**src/rtl/cic_decim_if.sv**
```systemverilog
// Control/handshake bundle between the CIC sequencing controller, the config
// side and the downstream sample consumer.
interface cic_decim_if #(
    parameter int unsigned OSR_WIDTH = 8
);
    logic                 enable;
    logic [OSR_WIDTH-1:0] osr;
    logic                 cfg_load;
    logic                 out_ready;
    logic                 integ_en;
    logic                 integ_clr;
    logic                 comb_en;
    logic                 out_load;
    logic                 out_valid;
    logic                 overrun;
    logic                 busy;

    // Config/consumer side
    modport master (
        output enable, osr, cfg_load, out_ready,
        input  integ_en, integ_clr, comb_en, out_load, out_valid, overrun, busy
    );

    // Controller side
    modport slave (
        input  enable, osr, cfg_load, out_ready,
        output integ_en, integ_clr, comb_en, out_load, out_valid, overrun, busy
    );
endinterface

```
**src/rtl/cic_decim_ctrl.sv**
```systemverilog
// Sequencing controller for one CIC decimator channel: integrator gating and
// clear, decimate-rate comb strobe, settling-output discard, output handshake.
module cic_decim_ctrl #(
    parameter int unsigned OSR_WIDTH = 8,
    parameter int unsigned N_STAGES  = 3
) (
    input  logic       clk,
    input  logic       rst_n,
    cic_decim_if.slave bus
);
    localparam int unsigned WARM_W = (N_STAGES < 2) ? 1 : $clog2(N_STAGES + 1);

    typedef enum logic [1:0] {
        IDLE   = 2'd0,
        CLEAR  = 2'd1,
        WARMUP = 2'd2,
        RUN    = 2'd3
    } state_t;

    state_t state_q, state_d;

    logic [OSR_WIDTH-1:0] osr_q, osr_d;
    logic [OSR_WIDTH-1:0] phase_q, phase_d;
    logic [WARM_W-1:0]    warm_q, warm_d;
    logic [OSR_WIDTH-1:0] osr_clamp_c;
    logic                 relatch_c;
    logic                 active_d_c;
    logic                 flush_d_c;

    logic integ_en_q,  integ_en_d;
    logic integ_clr_q, integ_clr_d;
    logic comb_en_q,   comb_en_d;
    logic out_load_q,  out_load_d;
    logic out_valid_q, out_valid_d;
    logic overrun_q,   overrun_d;
    logic busy_q,      busy_d;

    // State register
    always_ff @(posedge clk or negedge rst_n) begin
        if (!rst_n) begin
            state_q <= IDLE;
        end else begin
            state_q <= state_d;
        end
    end

    // Next state; enable=0 beats cfg_load, which beats normal sequencing
    always_comb begin
        state_d = state_q;
        unique case (state_q)
            IDLE:    if (bus.enable) state_d = CLEAR;
            CLEAR:   state_d = WARMUP;
            WARMUP:  if (comb_en_q && (warm_q == WARM_W'(N_STAGES - 1))) state_d = RUN;
            RUN:     state_d = RUN;
            default: state_d = IDLE;
        endcase
        if (state_q != IDLE) begin
            if (!bus.enable) begin
                state_d = IDLE;
            end else if (bus.cfg_load) begin
                state_d = CLEAR;
            end
        end
    end

    // Next values of the registered outputs and the phase/warmup counters
    always_comb begin
        osr_d       = osr_q;
        phase_d     = phase_q;
        warm_d      = warm_q;
        integ_en_d  = 1'b0;
        integ_clr_d = 1'b0;
        comb_en_d   = 1'b0;
        out_load_d  = 1'b0;
        out_valid_d = 1'b0;
        overrun_d   = 1'b0;
        busy_d      = 1'b0;

        osr_clamp_c = (bus.osr < OSR_WIDTH'(2)) ? OSR_WIDTH'(2) : bus.osr;
        relatch_c   = bus.enable && ((state_q == IDLE) || bus.cfg_load);
        active_d_c  = (state_d == WARMUP) || (state_d == RUN);
        flush_d_c   = (state_d == IDLE) || (state_d == CLEAR);

        if (relatch_c) begin
            osr_d = osr_clamp_c;
        end

        if (flush_d_c) begin
            phase_d = '0;
            warm_d  = '0;
        end else if (state_q == CLEAR) begin
            phase_d = '0;
        end else begin
            phase_d = (phase_q == (osr_q - OSR_WIDTH'(1))) ? '0 : (phase_q + OSR_WIDTH'(1));
            if ((state_q == WARMUP) && comb_en_q) begin
                warm_d = warm_q + WARM_W'(1);
            end
        end

        integ_en_d  = active_d_c;
        integ_clr_d = (state_d == CLEAR);
        busy_d      = (state_d != IDLE);
        comb_en_d   = active_d_c && (phase_d == (osr_q - OSR_WIDTH'(1)));
        // The comb register needs one cycle, so the sample is loaded the cycle after comb_en
        out_load_d  = (state_q == RUN) && (state_d == RUN) && comb_en_q;

        if (!flush_d_c) begin
            out_valid_d = out_load_q || (out_valid_q && !bus.out_ready);
            overrun_d   = overrun_q || (out_load_q && out_valid_q && !bus.out_ready);
        end
    end

    // Output and counter registers
    always_ff @(posedge clk or negedge rst_n) begin
        if (!rst_n) begin
            osr_q       <= '0;
            phase_q     <= '0;
            warm_q      <= '0;
            integ_en_q  <= 1'b0;
            integ_clr_q <= 1'b0;
            comb_en_q   <= 1'b0;
            out_load_q  <= 1'b0;
            out_valid_q <= 1'b0;
            overrun_q   <= 1'b0;
            busy_q      <= 1'b0;
        end else begin
            osr_q       <= osr_d;
            phase_q     <= phase_d;
            warm_q      <= warm_d;
            integ_en_q  <= integ_en_d;
            integ_clr_q <= integ_clr_d;
            comb_en_q   <= comb_en_d;
            out_load_q  <= out_load_d;
            out_valid_q <= out_valid_d;
            overrun_q   <= overrun_d;
            busy_q      <= busy_d;
        end
    end

    assign bus.integ_en  = integ_en_q;
    assign bus.integ_clr = integ_clr_q;
    assign bus.comb_en   = comb_en_q;
    assign bus.out_load  = out_load_q;
    assign bus.out_valid = out_valid_q;
    assign bus.overrun   = overrun_q;
    assign bus.busy      = busy_q;

endmodule

```
**src/flat_wrapper.sv**
```systemverilog
// flat-port wrapper written by rule: the top's interface ports become plain ports
module cic_decim_ctrl_flat 
#(
    parameter int unsigned OSR_WIDTH = 8,
    parameter int unsigned N_STAGES  = 3
)
  (clk, rst_n, bus_enable, bus_osr, bus_cfg_load, bus_out_ready, bus_integ_en, bus_integ_clr, bus_comb_en, bus_out_load, bus_out_valid, bus_overrun, bus_busy);
  cic_decim_if #(.OSR_WIDTH(OSR_WIDTH)) bus_i ();
  input  logic clk;
  input  logic rst_n;
  input wire logic [$bits(bus_i.enable)-1:0] bus_enable;
  input wire logic [$bits(bus_i.osr)-1:0] bus_osr;
  input wire logic [$bits(bus_i.cfg_load)-1:0] bus_cfg_load;
  input wire logic [$bits(bus_i.out_ready)-1:0] bus_out_ready;
  output wire logic [$bits(bus_i.integ_en)-1:0] bus_integ_en;
  output wire logic [$bits(bus_i.integ_clr)-1:0] bus_integ_clr;
  output wire logic [$bits(bus_i.comb_en)-1:0] bus_comb_en;
  output wire logic [$bits(bus_i.out_load)-1:0] bus_out_load;
  output wire logic [$bits(bus_i.out_valid)-1:0] bus_out_valid;
  output wire logic [$bits(bus_i.overrun)-1:0] bus_overrun;
  output wire logic [$bits(bus_i.busy)-1:0] bus_busy;
  assign bus_i.enable = bus_enable;
  assign bus_i.osr = bus_osr;
  assign bus_i.cfg_load = bus_cfg_load;
  assign bus_i.out_ready = bus_out_ready;
  assign bus_integ_en = bus_i.integ_en;
  assign bus_integ_clr = bus_i.integ_clr;
  assign bus_comb_en = bus_i.comb_en;
  assign bus_out_load = bus_i.out_load;
  assign bus_out_valid = bus_i.out_valid;
  assign bus_overrun = bus_i.overrun;
  assign bus_busy = bus_i.busy;
  cic_decim_ctrl #(.OSR_WIDTH(OSR_WIDTH), .N_STAGES(N_STAGES)) u_core (.clk(clk), .rst_n(rst_n), .bus(bus_i));
endmodule
```
**config.mk**
```make
export PLATFORM = sky130hd
export DESIGN_NAME = cic_decim_ctrl_flat
export DESIGN_NICKNAME = d
export VERILOG_FILES = /design/src/rtl/cic_decim_if.sv /design/src/rtl/cic_decim_ctrl.sv /design/src/flat_wrapper.sv
export SDC_FILE = /design/constraint.sdc
export NUM_CORES = 1
export LEC_CHECK = 0
export CAP_MARGIN = 5
export CELL_PAD_IN_SITES_DETAIL_PLACEMENT = 1
export CELL_PAD_IN_SITES_GLOBAL_PLACEMENT = 1
export CORE_ASPECT_RATIO = 0.9
export CORE_UTILIZATION = 45
export CTS_CLUSTER_DIAMETER = 150
export DETAILED_ROUTE_END_ITERATION = 8
export MAX_ROUTING_LAYER = met4
export PLACE_DENSITY_LB_ADDON = 0.3
export SLEW_MARGIN = 20
export SYNTH_ARGS = -nofsm -noshare
export SYNTH_HDL_FRONTEND = slang
export SYNTH_SLANG_ARGS = --single-unit
```
**constraint.sdc**
```tcl
create_clock -name clk -period 4.6 [get_ports clk]
set_input_delay 0.92 -clock clk [delete_from_list [all_inputs] [get_ports clk]]
set_output_delay 0.92 -clock clk [all_outputs]
set_load 0.02 [all_outputs]
```
==> qor.csv, run 1 <==
metric;value;unit
clkLatencyLatePin;0.27;ns
cpPeakStageDelay;0.47;ns
port_buffers;19;
cts_resized;0;
clk_pin_slew;0.09;ns
finalHoldViolCount;0;
min_period;2.91;ns
die_h;61.0;µm
powerDensity;272;mW/mm²
timing.rr.start;u_core.osr_q[0];
syn_area;0.00174;mm²
cts_tree;done;
grt_busiest_layer;met2;
critPathTopFamily;simple AND/OR/NAND/NOR gates;
grt_max_degree;20;
hold_end;u_core.bus.overrun;
seq_area_frac_synth;38.9;%
end_kind;flip-flop;
gp_congestion;0.815;
slew_viol_final;0;
syn_avg_cell_area;9.34;µm²
viasPerCell;5.82;
ff2ff_path_depth;9;
rsz0062_at_grt;no;
clock-root-buffer;clkbuf_8;
overflow;0;
num_vias;1449;
rr_endpoint;u_core.bus.comb_en;
hpwl;3330;µm
async_flop_share;100;%
worst_pin_slew;0.813;ns
rows;21;
gr-usage-met2;43.1;%
syn_inst;186;
drt_first_pass_iters;4;
io_pins;20;
met3_usage;4.70;%
ys.flop_type;dfrtp_1;
clock_sinks;27;
hp-start;u_core.bus.overrun;
maxSlewHeadroom;45.6;%
area_growth;12.7;%
drive_gt1_share;7.88;%
cp.required;4.78;ns
cts_buffers;3;
grtUsageTotal;24.0;%
leakagePower;0.821;nW
routedWlPerCell;17.3;µm
die-area;0.00411;mm²
cap_violations;0;
htreeDepth;1;
grt_pass1_vias;1474;
gr-usage-met1;27.9;%
ir_drop;0.000240;V
drt_iter0_drc;97;
finalClockSkew;0.00104;ns
drcViolationCount;0;
synth.net_count;202;
dp_cells;245;
synth_edf_count;0;
setup_tns;0;ns
worstSetupStartpointType;flip-flop;
initial_utilization;46.9;%
layoutNonFillerInstCount;249;
cp_max_fo;8;
setup_viol;0;
fin_crit_sh;63.3;%
ys_seq_elements;27;
run_status;finished clean;
wl;4320;µm
hold_path_depth;2;
r2r_setup_slack;1.69;ns
post_cts_buffers;0;
antenna_cells;0;
final_net_count;220;
ant_nets;0;
crit_path_top_delay_cell;dfrtp_1;
ys_warn_count;0;
die_w;67.5;µm
cts_max_path_buffers;2;
crit_type;flip-flop to flip-flop;
fp.coreArea;0.00370;mm²
hold_class;flip-flop to flip-flop;
grt_pass1_wl;6960;µm
fmax;0.343;GHz
cts_hold_buffers;0;
crit_chain;inv_1 > ha_1 > nor4b_1 > a21oi_1 > nor4bb_1 > and4_1 > o311a_1 > o2bb2ai_1 > nor4_2;
synth_cell_types;54;
grt_antenna_before_repair;0;
cp_num_buf_inv;1;
crit_arrival;3.09;ns
cell families after synthesis:
group	after synthesis	share of synthesized area, %
AOI/OAI and AO/OA	27	12.0
DFF	27	38.9
xor gates and xnor gates	21	12.2
and+or+nand+nor	87	26.6
muxes	1	0.576
buffers and inverters	20	7.63
adders and majority gates	3	2.16
area by class of cell:
cell class / count / area (µm²)
clock buffer: 3 / 41.3
inverter: 13 / 48.8
clock inverter: 1 / 7.51
fill: 437 / 1750
tap: 46 / 57.6
multi-input combinational: 139 / 930
timing repair buffer: 20 / 198
sequential: 27 / 676
worst reg2reg max path, stage by stage, from the launching register on:
cell       delay [ns]
dfrtp_1          0.47
inv_1            0.09
ha_1             0.23
nor4b_1          0.47
a21oi_1          0.14
nor4bb_1         0.38
and4_1           0.44
o311a_1          0.23
o2bb2ai_1        0.09
nor4_2           0.27
Yosys cell counts, types with 2 or more instances:
cell      number  area [µm²]
a211oi_1       3        22.5
nand3b_1       2        15.0
xnor2_1       11        96.3
nor3_1         9        45.0
a21oi_1        6        30.0
nor2_1        19        71.3
inv_1         12        45.0
o21a_1         3        22.5
o31ai_1        2        15.0
and4_1         4        35.0
and2_1         2        12.5
buf_6          4        45.0
ha_1           3        37.5
nand2_1       24        90.1
nand3_1        7        35.0
xor2_1         8        70.1
xnor3_1        2        45.0
dfrtp_1       27         676
nor4_1         2        12.5
or4_1          2        15.0
per-layer routing:
layer | wire [µm] | vias to the layer above
met3 | 152 | 6
met4 | 42 | 0
met2 | 2270 | 38
li1 | - | 678
met5 | 0 | -
met1 | 1860 | 727
placed cells by master (no fill, tap or decap), types with 3 or more instances in the layout:
cell type / count
ha_1: 3
nand3_1: 7
nand2_1: 24
nor2_1: 19
nor3_1: 9
a211oi_1: 3
o21a_1: 3
xor2_1: 8
and4_1: 4
dfrtp_1: 27
clkbuf_8: 3
a21oi_1: 6
xnor2_1: 11
clkdlybuf4s50_1: 19
inv_1: 12
power by group:
part | total [mW] | switching, mW | leakage [nW] | internal [mW]
Clock | 0.136 | 0.0748 | 0.0217 | 0.0614
Combinational | 0.128 | 0.0690 | 0.443 | 0.0586
Sequential | 0.269 | 0.0198 | 0.355 | 0.249
sequential cells by signal, summed over array words and instances (netlist names):
| register | cells |
|---|---|
| u_core.bus.out_valid | 1 |
| u_core.bus.out_load | 1 |
| u_core.phase_q | 8 |
| u_core.bus.integ_clr | 1 |
| u_core.state_q | 2 |
| u_core.bus.busy | 1 |
| u_core.bus.overrun | 1 |
| u_core.osr_q | 8 |
| u_core.warm_q | 2 |
| u_core.bus.integ_en | 1 |
| u_core.bus.comb_en | 1 |
worst max-delay path by stage:
stage / startpoint / endpoint / depth (start not counted)
6_report: u_core.osr_q[0] / u_core.bus.comb_en / 9
5_1_grt: u_core.osr_q[0] / u_core.bus.comb_en / 9
4_1_cts: u_core.osr_q[0] / u_core.bus.comb_en / 9
3_5_place_dp: bus_enable / u_core.bus.comb_en / 7
3_3_place_gp: bus_enable / u_core.bus.comb_en / 7
2_1_floorplan: u_core.osr_q[0] / u_core.bus.comb_en / 8
stage by stage:
stage / cell area (µm²) / power (mW) / hold WS [ns] / utilization, % / setup slack, ns
2_1_floorplan: 1740 / 0.361 / 0.484 / - / 2.17
3_3_place_gp: 1910 / 0.389 / 0.483 / 51.5 / 1.70
3_5_place_dp: 1910 / 0.396 / 0.523 / 51.5 / 1.53
4_1_cts: 1960 / 0.535 / 0.545 / 52.9 / 1.68
5_1_grt: 1960 / 0.558 / 0.554 / 52.9 / 1.48
6_report: 1960 / 0.533 / 0.530 / 52.9 / 1.69
(Power assumes the default switching activity.)
==> inputs of run 2 (changes only) <==
--- a/config.mk
+++ b/config.mk
@@ -9,7 +9,7 @@
 export CELL_PAD_IN_SITES_DETAIL_PLACEMENT = 1
 export CELL_PAD_IN_SITES_GLOBAL_PLACEMENT = 1
 export CORE_ASPECT_RATIO = 0.9
-export CORE_UTILIZATION = 45
+export CORE_UTILIZATION = 43
 export CTS_CLUSTER_DIAMETER = 150
 export DETAILED_ROUTE_END_ITERATION = 8
 export MAX_ROUTING_LAYER = met4
==> constraint.sdc (replaced) <==
create_clock -name clk -period 2.7 [get_ports clk]
set_input_delay 0.54 -clock clk [delete_from_list [all_inputs] [get_ports clk]]
set_output_delay 0.54 -clock clk [all_outputs]
set_load 0.02 [all_outputs]
==> run 2 against run 1 <==
Against the previous run: hold slack worse by 0.0029 ns; clock power grew 74%; combinational power increased by 84%; via count is 3.0% lower; fmax increased by 14%; clock skew rose by 0.0060 ns; largest cell class unchanged.
==> qor.csv, run 2 (synthesized netlist as in run 1, its figures left out) <==
metric;value;unit
dp_slack;0.0382;ns
ff2ff_path_depth;10;
worst_pin_slew;0.414;ns
ant_nets;0;
cpPeakStageDelay;0.45;ns
crit_arrival;2.74;ns
rsz0062_at_grt;no;
ir_drop;0.000340;V
drt_first_pass_iters;4;
rr_endpoint;u_core.bus.comb_en;
drive_gt1_share;11.5;%
clock-root-buffer;clkbuf_8;
crit_type;flip-flop to flip-flop;
cp_num_buf_inv;2;
layoutNonFillerInstCount;254;
cts_max_path_buffers;2;
htreeDepth;1;
clkLatencyLatePin;0.28;ns
drcViolationCount;0;
grtUsageTotal;21.0;%
top_regs;u_core.osr_q (8), u_core.phase_q (8);
cp_max_fo;8;
finalHoldViolCount;0;
post_cts_buffers;0;
worst_slack;0.155;ns
crit_chain;inv_1 > ha_1 > nor4b_2 > buf_4 > a21oi_1 > nor4bb_1 > and4_2 > o311a_1 > o2bb2ai_1 > nor4_2;
cts_tree;done;
fill_cells;456;
routedWlPerCell;15.8;µm
hold_path_depth;2;
timing.rr.start;u_core.osr_q[0];
fmax;0.393;GHz
grt_max_degree;28;
slew_viol_final;0;
cts_hold_buffers;0;
port_buffers;19;
powerDensity;459;mW/mm²
cts_resized;1;
crit_path_top_delay_cell;dfrtp_1;
die_h;62.3;µm
die_w;69.0;µm
critPathTopFamily;simple AND/OR/NAND/NOR gates;
grt_antenna_before_repair;0;
maxSlewHeadroom;72.3;%
end_kind;flip-flop;
rows;21;
final_net_count;225;
clock_sinks;27;
fp.coreArea;0.00378;mm²
grt_pass1_wl;6960;µm
antenna_cells;0;
io_pins;20;
setup_viol;0;
overflow;0;
hold_class;flip-flop to flip-flop;
hpwl;3280;µm
cap_violations;0;
num_vias;1406;
clk_pin_slew;0.10;ns
drt_iter0_drc;50;
leakagePower;0.852;nW
run_status;finished clean;
min_period;2.55;ns
viasPerCell;5.54;
hold_end;u_core.bus.overrun;
hp-start;u_core.bus.overrun;
dp_cells;250;
worstSetupStartpointType;flip-flop;
die-area;0.00430;mm²
cp-startpoint;u_core.osr_q[0];
area_growth;15.4;%
cp.required;2.89;ns
power;920;µW
wl;4000;µm
gp_congestion;0.839;
initial_utilization;45.9;%
cts_buffers;3;
finalClockSkew;0.00699;ns
grt_pass1_vias;1479;
r2r_setup_slack;0.15;ns
most-common-layout-cells;dfrtp_1 (27), nand2_1 (24), nor2_1 (19), clkdlybuf4s50_1 (19), inv_1 (12);
fin_crit_sh;94.3;%
layout_commonest_cell;dfrtp_1;
setup_tns;0;ns
## run 2: changes by cell type in the layout (fill, tap and decap cells not counted), sizes merged
cell,delta
clkinv,+1
buf,+5
clkinvlp,-1
## run 2: final cells by class
cell class	count	area [µm²]	area share (%)
Clock buffer	3	41.3	2.06
Sequential cell	27	676	33.7
Inverter	13	48.8	2.43
Timing Repair Buffer	25	235	11.7
Tap cell	46	57.6	2.87
Clock inverter	1	5.00	0.250
Multi-Input combinational cell	139	942	47.0
## run 2: how the worst max path moves through the flow
stage	endpoint	depth (start not counted)	slack (ns)
floorplan	u_core.bus.comb_en	8	0.27
global placement	u_core.bus.comb_en	7	0.17
detailed placement	u_core.bus.comb_en	10	0.04
CTS	u_core.bus.comb_en	10	0.05
global route	u_core.bus.comb_en	10	0.03
finish	u_core.bus.comb_en	10	0.15
## run 2: per-stage QoR
stage	instance area [µm²]	hold slack, ns	utilization [%]
3_3_place_gp	1950	0.480	51.5
3_5_place_dp	1950	0.508	51.5
4_1_cts	1990	0.529	52.7
5_1_grt	2010	0.572	53.0
6_report	2010	0.527	53.0
2_1_floorplan	1740	0.244	-
## run 2: worst register-to-register path: cells and delay by family, from the launching register on
| family | cells | cell delay, ns |
|---|---|---|
| AOI/OAI and AO/OA | 3 | 0.32 |
| adders and majority gates | 1 | 0.24 |
| buffers and inverters | 2 | 0.24 |
| DFF | 1 | 0.45 |
| and+or+nand+nor | 4 | 1.21 |
## run 2: power breakdown
group	internal (mW)	switching (mW)	leakage, nW
logic	0.111	0.123	0.471
registers	0.424	0.0257	0.355
clock network	0.104	0.132	0.0255
total	0.639	0.281	0.852
## run 2: per-layer routing
| metal | GRT usage, % | up-vias | wire, µm |
|---|---|---|---|
| met2 | 35.6 | 19 | 2030 |
| li1 | - | 692 | - |
| met4 | 4.08 | 0 | 31 |
| met1 | 25.9 | 690 | 1820 |
| met3 | 4.55 | 5 | 114 |
| met5 | - | - | 0 |
==> inputs of run 3 (changes only) <==
--- a/config.mk
+++ b/config.mk
@@ -9,6 +9,7 @@
 export CELL_PAD_IN_SITES_DETAIL_PLACEMENT = 1
 export CELL_PAD_IN_SITES_GLOBAL_PLACEMENT = 1
 export CORE_ASPECT_RATIO = 0.9
+export CORE_MARGIN = 3
 export CORE_UTILIZATION = 43
 export CTS_CLUSTER_DIAMETER = 150
 export DETAILED_ROUTE_END_ITERATION = 8
==> run 3 against run 2 <==
Against the previous run: clock-buffer cell count unchanged; routed wire length grew 6.7%; sequential power barely moved; utilization increased by 0.69 points; worst setup slack got worse by 0.041 ns; register-to-register slack got worse by 0.04 ns; clock power fell by 3%; die area grew 13%; critical path type unchanged; highest routed layer unchanged.
==> qor.csv, run 3 (synthesized netlist as in run 1, its figures left out) <==
metric;value;unit
run_status;finished clean;
clock-root-buffer;clkbuf_8;
hpwl;3380;µm
layoutNonFillerInstCount;256;
finalClockSkew;0.000945;ns
viasPerCell;5.50;
ant_nets;0;
grt_max_degree;28;
setup_viol;0;
area_growth;17.7;%
num_vias;1409;
htreeDepth;1;
drive_gt1_share;14.8;%
ir_drop;0.000244;V
crit_type;flip-flop to flip-flop;
drt_first_pass_iters;4;
cap_violations;0;
whs;0.523;ns
drcViolationCount;0;
initial_utilization;45.6;%
maxSlewHeadroom;73.9;%
fill_cells;452;
port_buffers;19;
grt_pass1_vias;1511;
clock_sinks;27;
grtUsageTotal;19.5;%
fp.coreArea;0.00381;mm²
cp_max_fo;7;
rsz0062_at_grt;no;
rr_endpoint;u_core.bus.comb_en;
wl;4270;µm
final_util;53.7;%
worst_slack;0.114;ns
crit_arrival;2.76;ns
end_kind;flip-flop;
cp-startpoint;u_core.osr_q[2];
die_h;66.3;µm
most-common-layout-cells;dfrtp_1 (25), nand2_1 (24), nor2_1 (19), clkdlybuf4s50_1 (19), inv_1 (12);
dp_cells;250;
gp_congestion;0.845;
clk_pin_slew;0.09;ns
grt_antenna_before_repair;0;
leakagePower;0.865;nW
fmax;0.387;GHz
cts_max_path_buffers;2;
cts_tree;done;
hold_class;flip-flop to flip-flop;
timing.rr.start;u_core.osr_q[2];
final_area;0.00205;mm²
cts_buffers;3;
slew_viol_final;0;
final_net_count;227;
grt_pass1_wl;7140;µm
r2r_setup_slack;0.11;ns
fin_crit_sh;95.8;%
die-area;0.00484;mm²
place_area;0.00195;mm²
critPathCapture;u_core.bus.comb_en;
layout_commonest_cell;dfrtp_1;
top_regs;u_core.osr_q (8), u_core.phase_q (8);
io_pins;20;
die_w;73.0;µm
finalHoldViolCount;0;
worstSetupStartpointType;flip-flop;
dp_slack;-0.0611;ns
drt_iter0_drc;69;
min_period;2.59;ns
cts_hold_buffers;0;
rows;21;
cp.required;2.87;ns
clkLatencyLatePin;0.27;ns
ff2ff_path_depth;7;
overflow;0;
routedWlPerCell;16.7;µm
antenna_cells;0;
worst_pin_slew;0.391;ns
powerDensity;454;mW/mm²
run 3: worst max-delay path, cell delays in order, from the launching register on:
cell,delay (ns)
dfrtp_2,0.47
or3_4,0.43
or4_4,0.46
o211ai_2,0.07
or4b_4,0.48
a211oi_2,0.19
o22ai_1,0.12
nor4_2,0.26
run 3: area by class of cell:
| cell class | count | area (µm²) | area share, % |
|---|---|---|---|
| Multi-Input combinational cell | 139 | 965 | 47.2 |
| Timing Repair Buffer | 27 | 250 | 12.2 |
| Inverter | 13 | 48.8 | 2.39 |
| Sequential cell | 27 | 678 | 33.1 |
| Tap cell | 46 | 57.6 | 2.81 |
| Clock inverter | 1 | 5.00 | 0.245 |
| Clock buffer | 3 | 41.3 | 2.02 |
run 3: power by group:
group | total [mW] | switching (mW) | internal [mW]
combinational | 0.247 | 0.130 | 0.117
clock | 0.228 | 0.125 | 0.103
sequential | 0.453 | 0.0280 | 0.425
run 3: per-layer routing:
layer	GRT usage (%)	vias to the layer above	routed length, µm
li1	-	696	-
met5	-	-	0
met4	3.46	0	31
met3	3.50	4	155
met1	23.1	685	1900
met2	34.8	24	2180
run 3: repair_timing:
| action | CTS | global route |
|---|---|---|
| hold endpoints to repair | 0 | 0 |
| resized for setup | 4 | 6 |
| pin swaps | 0 | 1 |
| cloned | 0 | 0 |
| setup endpoints to repair | 1 | 8 |
| buffers inserted | 0 | 2 |
run 3: metrics by stage:
step / power [mW] / TNS [ns]
after floorplan: 0.615 / 0
after global placement: 0.678 / 0
after detailed placement: 0.692 / -0.0611
after CTS: 0.930 / 0
after global routing: 0.980 / 0
final: 0.928 / 0
run 3: how the worst min path moves through the flow:
stage,from,endpoint,slack (ns),depth (start not counted)
after floorplan,rst_n,u_core.bus.busy,0.24,0
after global placement,u_core.bus.overrun,u_core.bus.overrun,0.48,2
after detailed placement,u_core.bus.overrun,u_core.bus.overrun,0.51,2
after CTS,u_core.bus.overrun,u_core.bus.overrun,0.54,2
after global routing,u_core.bus.overrun,u_core.bus.overrun,0.56,2
final,u_core.bus.overrun,u_core.bus.overrun,0.52,2
